File: config.mk
export PLATFORM = sky130hd
export DESIGN_NAME = fetch_ctrl
export DESIGN_NICKNAME = d
export VERILOG_FILES = /design/src/rtl/fetch_ctrl.sv
export SDC_FILE = /design/constraint.sdc
export NUM_CORES = 1
export LEC_CHECK = 0
export BUFFER_PORTS_ARGS = -buffer_cell sky130_fd_sc_hd__buf_2
export CORE_MARGIN = 8
export CORE_UTILIZATION = 30
export DETAILED_ROUTE_END_ITERATION = 8
export GPL_TIMING_DRIVEN = 0
export PLACE_DENSITY = 0.48
export SYNTH_ARGS = -nofsm -noshare
export SYNTH_HDL_FRONTEND = slang
export SYNTH_SLANG_ARGS = --single-unit
File: constraint.sdc
create_clock -name clk -period 3.4 [get_ports clk]
set_clock_uncertainty 0.2 [all_clocks]
set_input_delay 0.68 -clock clk [delete_from_list [all_inputs] [get_ports clk]]
set_output_delay 0.68 -clock clk [all_outputs]
set_load 0.02 [all_outputs]
File: src/rtl/fetch_ctrl.sv
// fetch_ctrl: IF-stage fetch sequencer with a 2-entry output buffer; FETCH_TIMEOUT_EN adds a grant-to-rvalid timeout
module fetch_ctrl #(
  parameter logic [31:0] RESET_PC = 32'h0000_0000,
  parameter int          MAX_WAIT = 15,
  parameter int          WAIT_W   = 4
) (
  input  logic        clk,
  input  logic        reset,
  input  logic        i_redirect,
  input  logic [31:0] i_redirect_pc,
  input  logic        i_stall,
  output logic        o_imem_req,
  output logic [31:0] o_imem_addr,
  input  logic        i_imem_gnt,
  input  logic        i_imem_rvalid,
  input  logic [31:0] i_imem_rdata,
  output logic        o_pc_sel,
  output logic        o_pc_we,
  output logic        o_if_valid,
  output logic [31:0] o_if_pc,
  output logic [31:0] o_if_inst,
  output logic        o_fault
);
  typedef enum logic [2:0] {
    S_IDLE,
    S_REQ,
    S_WAIT,
    S_HOLD
`ifdef FETCH_TIMEOUT_EN
    , S_FAULT
`endif
  } state_t;
  state_t      r_state, w_nx;
  logic        r_kill, w_kill_nx;
  logic [31:0] r_pc;
  logic        r_out_v, r_sk_v;
  logic [31:0] r_out_pc, r_out_inst, r_sk_pc, r_sk_inst;
  logic        w_full, w_pop, w_redir, w_gnt, w_take, w_to_out, w_to_sk, w_timeout;
`ifdef FETCH_TIMEOUT_EN
  localparam logic [WAIT_W:0]   LP_MAX  = (WAIT_W+1)'(MAX_WAIT);
  localparam logic [WAIT_W-1:0] LP_MAXC = WAIT_W'(MAX_WAIT);
  logic [WAIT_W-1:0] r_cnt;
  logic [WAIT_W:0]   w_cnt_inc;
  logic              r_fault;
  assign w_cnt_inc  = {1'b0, r_cnt} + {{WAIT_W{1'b0}}, 1'b1};
  assign w_redir    = i_redirect & (r_state != S_IDLE) & (r_state != S_FAULT);
  assign o_if_valid = r_out_v & (r_state != S_FAULT);
  assign o_fault    = r_fault;
`else
  assign w_redir    = i_redirect & (r_state != S_IDLE);
  assign o_if_valid = r_out_v;
  assign o_fault    = 1'b0;
`endif
  assign w_full      = r_out_v & r_sk_v;
  assign w_pop       = o_if_valid & ~i_stall;
  assign o_imem_req  = (r_state == S_REQ) & ~w_full;
  assign o_imem_addr = r_pc;
  assign w_gnt       = o_imem_req & i_imem_gnt;
  assign w_take      = (r_state == S_WAIT) & i_imem_rvalid & ~r_kill & ~w_redir;
  assign w_to_out    = w_take & (~r_out_v | ~i_stall);
  assign w_to_sk     = w_take & ~w_to_out;
  assign o_pc_sel    = w_redir;
  assign o_pc_we     = w_redir | w_take;
  assign o_if_pc     = r_out_pc;
  assign o_if_inst   = r_out_inst;
  // next state and kill flag; a redirect with a grant leaves a response that must be dropped
  always_comb begin
    w_nx      = r_state;
    w_kill_nx = r_kill;
    w_timeout = 1'b0;
    case (r_state)
      S_IDLE: w_nx = S_REQ;
      S_REQ: begin
        if (w_gnt) begin
          w_nx      = S_WAIT;
          w_kill_nx = w_redir;
        end
      end
      S_WAIT: begin
        if (i_imem_rvalid) begin
          w_nx      = w_to_sk ? S_HOLD : S_REQ;
          w_kill_nx = 1'b0;
        end else if (w_redir) begin
          w_kill_nx = 1'b1;
        end
`ifdef FETCH_TIMEOUT_EN
        else if (w_cnt_inc >= LP_MAX) begin
          w_nx      = S_FAULT;
          w_timeout = 1'b1;
        end
`endif
      end
      S_HOLD: w_nx = (~i_stall | w_redir) ? S_REQ : S_HOLD;
      default: ;
    endcase
  end
  // state, kill flag and fetch PC (redirect target is word-aligned, pc+4 wraps mod 2^32)
  always_ff @(posedge clk) begin
    if (reset) begin
      r_state <= S_IDLE;
      r_kill  <= 1'b0;
      r_pc    <= RESET_PC;
    end else begin
      r_state <= w_nx;
      r_kill  <= w_kill_nx;
      if (o_pc_we) r_pc <= o_pc_sel ? (i_redirect_pc & ~32'd3) : r_pc + 32'd4;
    end
  end
  // output reg plus skid; the skid is always empty while a fetch is outstanding
  always_ff @(posedge clk) begin
    if (reset) begin
      r_out_v    <= 1'b0;
      r_sk_v     <= 1'b0;
      r_out_pc   <= '0;
      r_out_inst <= '0;
      r_sk_pc    <= '0;
      r_sk_inst  <= '0;
    end else if (w_redir) begin
      r_out_v <= 1'b0;
      r_sk_v  <= 1'b0;
    end else begin
      if (w_to_out) begin
        r_out_v    <= 1'b1;
        r_out_pc   <= r_pc;
        r_out_inst <= i_imem_rdata;
      end else if (w_pop) begin
        r_out_v    <= r_sk_v;
        r_out_pc   <= r_sk_pc;
        r_out_inst <= r_sk_inst;
        r_sk_v     <= 1'b0;
      end
      if (w_to_sk) begin
        r_sk_v    <= 1'b1;
        r_sk_pc   <= r_pc;
        r_sk_inst <= i_imem_rdata;
      end
    end
  end
`ifdef FETCH_TIMEOUT_EN
  // wait counter restarts on grant and saturates; fault is sticky until reset
  always_ff @(posedge clk) begin
    if (reset) begin
      r_cnt   <= '0;
      r_fault <= 1'b0;
    end else begin
      if (w_gnt) r_cnt <= '0;
      else if (r_state == S_WAIT && !i_imem_rvalid && r_cnt != LP_MAXC) r_cnt <= w_cnt_inc[WAIT_W-1:0];
      if (w_timeout) r_fault <= 1'b1;
    end
  end
`endif
endmodule
# Word-level counts from Yosys, hierarchy flattened
# Cells that the tools add are included.
[op_classes]
add_sub_neg = 1
n_eq_ne = 7
n_mux = 19
bitwise_logic = 19
reduce_logical = 12
[ops]
columns = ["cell", "count"]
rows = [
  ["2-to-1 mux 32 bit", 5],
  ["adder 32 x 3 -> 32 bit, second input constant", 1],
  ["one-hot mux 3 bit (4 select lines)", 1],
  ["bitwise AND 1 bit", 10],
  ["2-to-1 mux 1 bit", 8],
  ["equality test 3 x 2 -> 1 bit, second input constant", 2],
  ["2-to-1 mux 3 bit", 2],
  ["inverter 1 bit", 6],
  ["AND reduction 2 bit", 3],
  ["AND reduction 3 bit", 2],
  ["nonzero test 2 bit", 3],
  ["2-to-1 mux 2 bit", 2],
  ["!= test 2 bit, second input constant", 2],
  ["nonzero test 4 bit", 1],
  ["equality test 3 x 1 -> 1 bit, second input constant", 1],
  ["zero test 3 bit", 1],
  ["!= test 3 bit, second input constant", 1],
  ["OR 1 bit", 3],
  ["nonzero test 3 bit", 1],
  ["!= test 2 x 1 -> 1 bit, second input constant", 1],
  ["one-hot mux 1 bit (2 select lines)", 1],
  ["OR reduction 2 bit", 1],
]
[word_totals]
regBits = 166
input_bits = 70
output_inout_bits = 101
wordCells = 67

# Longest topological paths before layout
[depth]
depth_word = 10
depth_mapped = 9
ltp_nobuf = 7

# Worst setup path after synthesis
# Ideal clock, no wire load.
[synth_path]
path_kind = "input port to output port"
startpoint = "in i_redirect"
endpoint = "out o_pc_we"
arrival_ns = 1.755
required_time_ns = 2.520
slack_ns = 0.765
path_stages = 5
path_buffers = 3
cell_sequence = "nand2b_1 > clkbuf_1 > clkbuf_1 > buf_1 > nand2_1"
[synth_between]
elab_chain_len = 4
[synth_rtl]
columns = ["item", "line_no", "text"]
rows = [
  ["start, declared", "9", "input logic i_redirect,"],
  ["bitwise AND 1 bit (*)", "50", "assign w_redir = i_redirect & (r_state != S_IDLE);"],
  ["inverter 1 bit (no source line)", "-", ""],
  ["bitwise AND 1 bit", "59", "assign w_take = (r_state == S_WAIT) & i_imem_rvalid & ~r_kill & ~w_redir;"],
  ["OR 1 bit (*)", "63", "assign o_pc_we = w_redir | w_take;"],
  ["end, declared", "18", "output logic o_pc_we,"],
]
# Mark *: on every way between the ends. The rest lies on a longest branch, timed or not.

# Final worst setup path
[layout_path]
startpoint = "reg r_state[0]"
endpoint = "out o_pc_we"
[layout_between]
elab_chain_len = 5
elab_cells_between_ends = 8
classes_between = "1 x eq/ne; 6 x bitwise; 1 x reduce/logical"
[layout_rtl]
columns = ["item", "line_no", "text"]
rows = [
  ["start, declared", "33", "state_t r_state, w_nx;"],
  ["start signal, assigned", "104", "r_state <= w_nx;"],
  ["equality test 3 x 2 -> 1 bit or nonzero test 3 bit (tied branches)", "59, 50", ""],
  ["bitwise AND 1 bit (on tied branches)", "59, 50", ""],
  ["bitwise AND 1 bit or inverter 1 bit (tied branches)", "-", ""],
  ["bitwise AND 1 bit", "59", ""],
  ["OR 1 bit (*)", "63", ""],
]
# Marks and branches as above.

==> flow_summary_export.csv <==
group,metric,value,unit
timing,finalSetupViolCount,0,
pwr,switchingPower,0.001421,W
cells_and_area,final_cell_mix,"183 x buf_2, 159 x dfxtp_1, 143 x nand2_1",
synthesis,synth_seq_area_share,45.49,%
floorplanning,rows,56,
global_routing,grt_pass1_wl,37.38,mm
setup_path,worstSetupEndpointType,"output pin",
timing,period_share,94.70,%
pwr,p_clk_share,40.7,%
timing,finalSetupTns,0,ns
timing,rsz0062_at_grt,"false",
global_routing,antenna_found_initial,0,
route,drc,0,
floorplanning,die_y,168.7,um
pwr,pwr_density_cell,544.8,mW/mm^2
timing,fmax,0.3106,GHz
placement,port_buffers,162,
route,first_iter_violations,439,
clock_tree,htree_num_levels,4,
global_routing,gr-total-overflow,0,
synthesis,async_flop_share,0,%
placement,dpl.hpwl,17.43,mm
synthesis,ys_ff_latch,159,
global_routing,first_global_vias,6433,
floorplanning,fp.dieArea,0.02846,mm^2
placement,placed_area,0.008222,mm^2
setup_path,worstSetupPathType,"flop to output pin",
timing,fin_hold_ws,0.2551,ns
pwr,pwr-share-seq,43.6,%
synthesis,synth_cell_types,46,
clock_tree,cts_sinks,159,
pwr,p_sw_share,29.58,%
clock_tree,cts_buffer_depth,2,
clock_tree,post-cts-setup-buffers,0,
timing,post-route-min-period,3.220,ns
cells_and_area,post-route-util,38.03,%
cells_and_area,n_antenna_cell,0,
cells_and_area,synthToLayoutAreaGrowth,26.06,%
route,antenna_left,0,
run_status,status,"completed",
route,via_per_inst,4.848,
global_routing,grt_max_degree,20,
clock_tree,root_buffer,"clkbuf_16",
route,num_vias,6491,
clock_tree,cts_buffers,17,
pwr,p_leak,3.681,nW
pwr,internal_power,0.003383,W
route,first_pass_iters,4,
placement,place_congestion,0.7892,
pwr,pwr-share-comb,15.7,%
cells_and_area,final_area,0.008820,mm^2
synthesis,netlist_area,0.006997,mm^2
synthesis,syn_avg_cell_area,8.501,um^2
setup_path,ff2ff_setup_slack,0.31,ns
floorplanning,pin_count,171,
job,max-cap-violations,0,
clock_tree,clk_pin_slew_worst_paths,0.06,ns
setup_path,required,2.52,ns
route,wl,23.93,mm
cells_and_area,layout_commonest_cell,"buf_2",
synthesis,syn_inst,823,
worst_hold_path,hold_class,"flop to flop",
synthesis,yosys_warnings,0,
synthesis,synthFlopType,"dfxtp_1",
timing,slew_violations,0,
floorplanning,core_area,0.02319,mm^2
clock_tree,cts_tree,"yes",
setup_path,crit_fanout,19,
floorplanning,die_w,168.7,um
clock_tree,clkLatencyLatePin,0.42,ns
pwr,ir_worst_vdd,0.2698,mV
timing,worstMarginPinSlew,0.9476,ns
cells_and_area,nNetsFinal,1082,
global_routing,grtUsageTotal,16.70,%
route,post_drt_wl_per_cell,17.87,um
timing,hold_viol_final,0,
floorplanning,start_util,30.17,%
synthesis,synth_edf_count,0,
cells_and_area,drive_gt1_share,22.16,%
setup_path,worstPathArrival,2.34,ns
timing,max_slew_margin,36.83,%
setup_path,startpoint_type,"flop",
[synthesized netlist by cell type (10+ instances only)]
cell type  number  share of area [%]
nand4_1        11               0.98
buf_2          21                1.5
a211oi_1       75                8.0
dfxtp_1       159                 45
mux2i_1        63                9.0
a21oi_1        69                4.9
a311oi_1       16                2.0
and4_1         10                1.3
nand2_1       143                7.7
clkbuf_1       44                2.4
nor2_1         94                5.0
nand3_1        13               0.93
[sequential cells by signal, indices dropped and copies added (netlist names)]
register / cells
o_if_inst: 32
r_sk_inst: 32
o_if_pc: 30
o_imem_addr: 30
r_sk_pc: 30
r_state: 2
o_if_valid: 1
r_kill: 1
r_sk_v: 1
[per-stage QoR]
step / power, W / instances / setup slack [ns]
2_1_floorplan: 0.002577 / 827 / 0.7654
3_3_place_gp: 0.002899 / 1308 / -0.03661
3_5_place_dp: 0.002900 / 1308 / -0.05649
4_1_cts: 0.004883 / 1339 / 0.1615
5_1_grt: 0.005031 / 1339 / 0.01721
6_report: 0.004805 / 1339 / 0.1802
[critical path: stages (launching register included)]
cell,delay (ns)
dfxtp_1,0.35
inv_1,0.09
ha_1,0.13
nand2b_1,0.11
clkbuf_1,0.35
clkbuf_2,0.49
nand2_1,0.19
buf_2,0.21
[kinds of logic (layout without fill, tap and decap cells)]
family,Yosys count,in the layout,synth area share [%]
xor gates and xnor gates,9,9,1.127
adders and majority gates,5,5,0.8941
AOI/OAI and AO/OA,184,184,17.29
and+or+nand+nor,322,322,21.14
muxes,63,63,9.013
other,1,5,0.05360
DFF,159,159,45.49
buffers and inverters,80,273,4.989
[routing by layer]
metal  vias to the layer above  routed length, um  track usage, %
met5                         -                  0               0
met4                         0                355           5.241
met3                        20               1427           4.076
met2                       155              10790           26.38
met1                      3032              11350           22.06
li1                       3284                  -               -
[timing repair]
item,CTS,global route
gates resized for setup,1,0
setup endpoints to repair,1,0
hold buffers,0,0
endpoints found under the hold margin,0,0
[cell type report]
cell class | count | area (um^2)
inverters | 5 | 18.77
well taps | 319 | 399.1
flip-flops and latches | 159 | 3183
multi-input cells | 588 | 3480
plain buffers | 74 | 327.8
repair buffers | 162 | 810.8
fillers | 2457 | 14370
clock buffers | 21 | 470.5
clock inverters | 11 | 130.1
[final timing paths]
check              from          to  cells past startpoint
min          r_sk_pc[4]  r_sk_pc[4]                      2
max reg2reg  r_state[0]  o_if_pc[9]                      7
max          r_state[0]     o_pc_we                      7
min reg2reg  r_sk_pc[4]  r_sk_pc[4]                      2
[power by group through the flow]
| stage | clock [W] | combinational [W] | sequential (W) |
|---|---|---|---|
| 6_report | 0.00196 | 0.000756 | 0.00209 |
| 5_1_grt | 0.00209 | 0.000828 | 0.00211 |
| 4_1_cts | 0.00202 | 0.000768 | 0.00209 |
| 3_5_place_dp | 0 | 0.000766 | 0.00213 |
| 3_3_place_gp | 0 | 0.000767 | 0.00213 |
| 2_1_floorplan | 0 | 0.000352 | 0.00223 |
(Power assumes the default switching activity.)
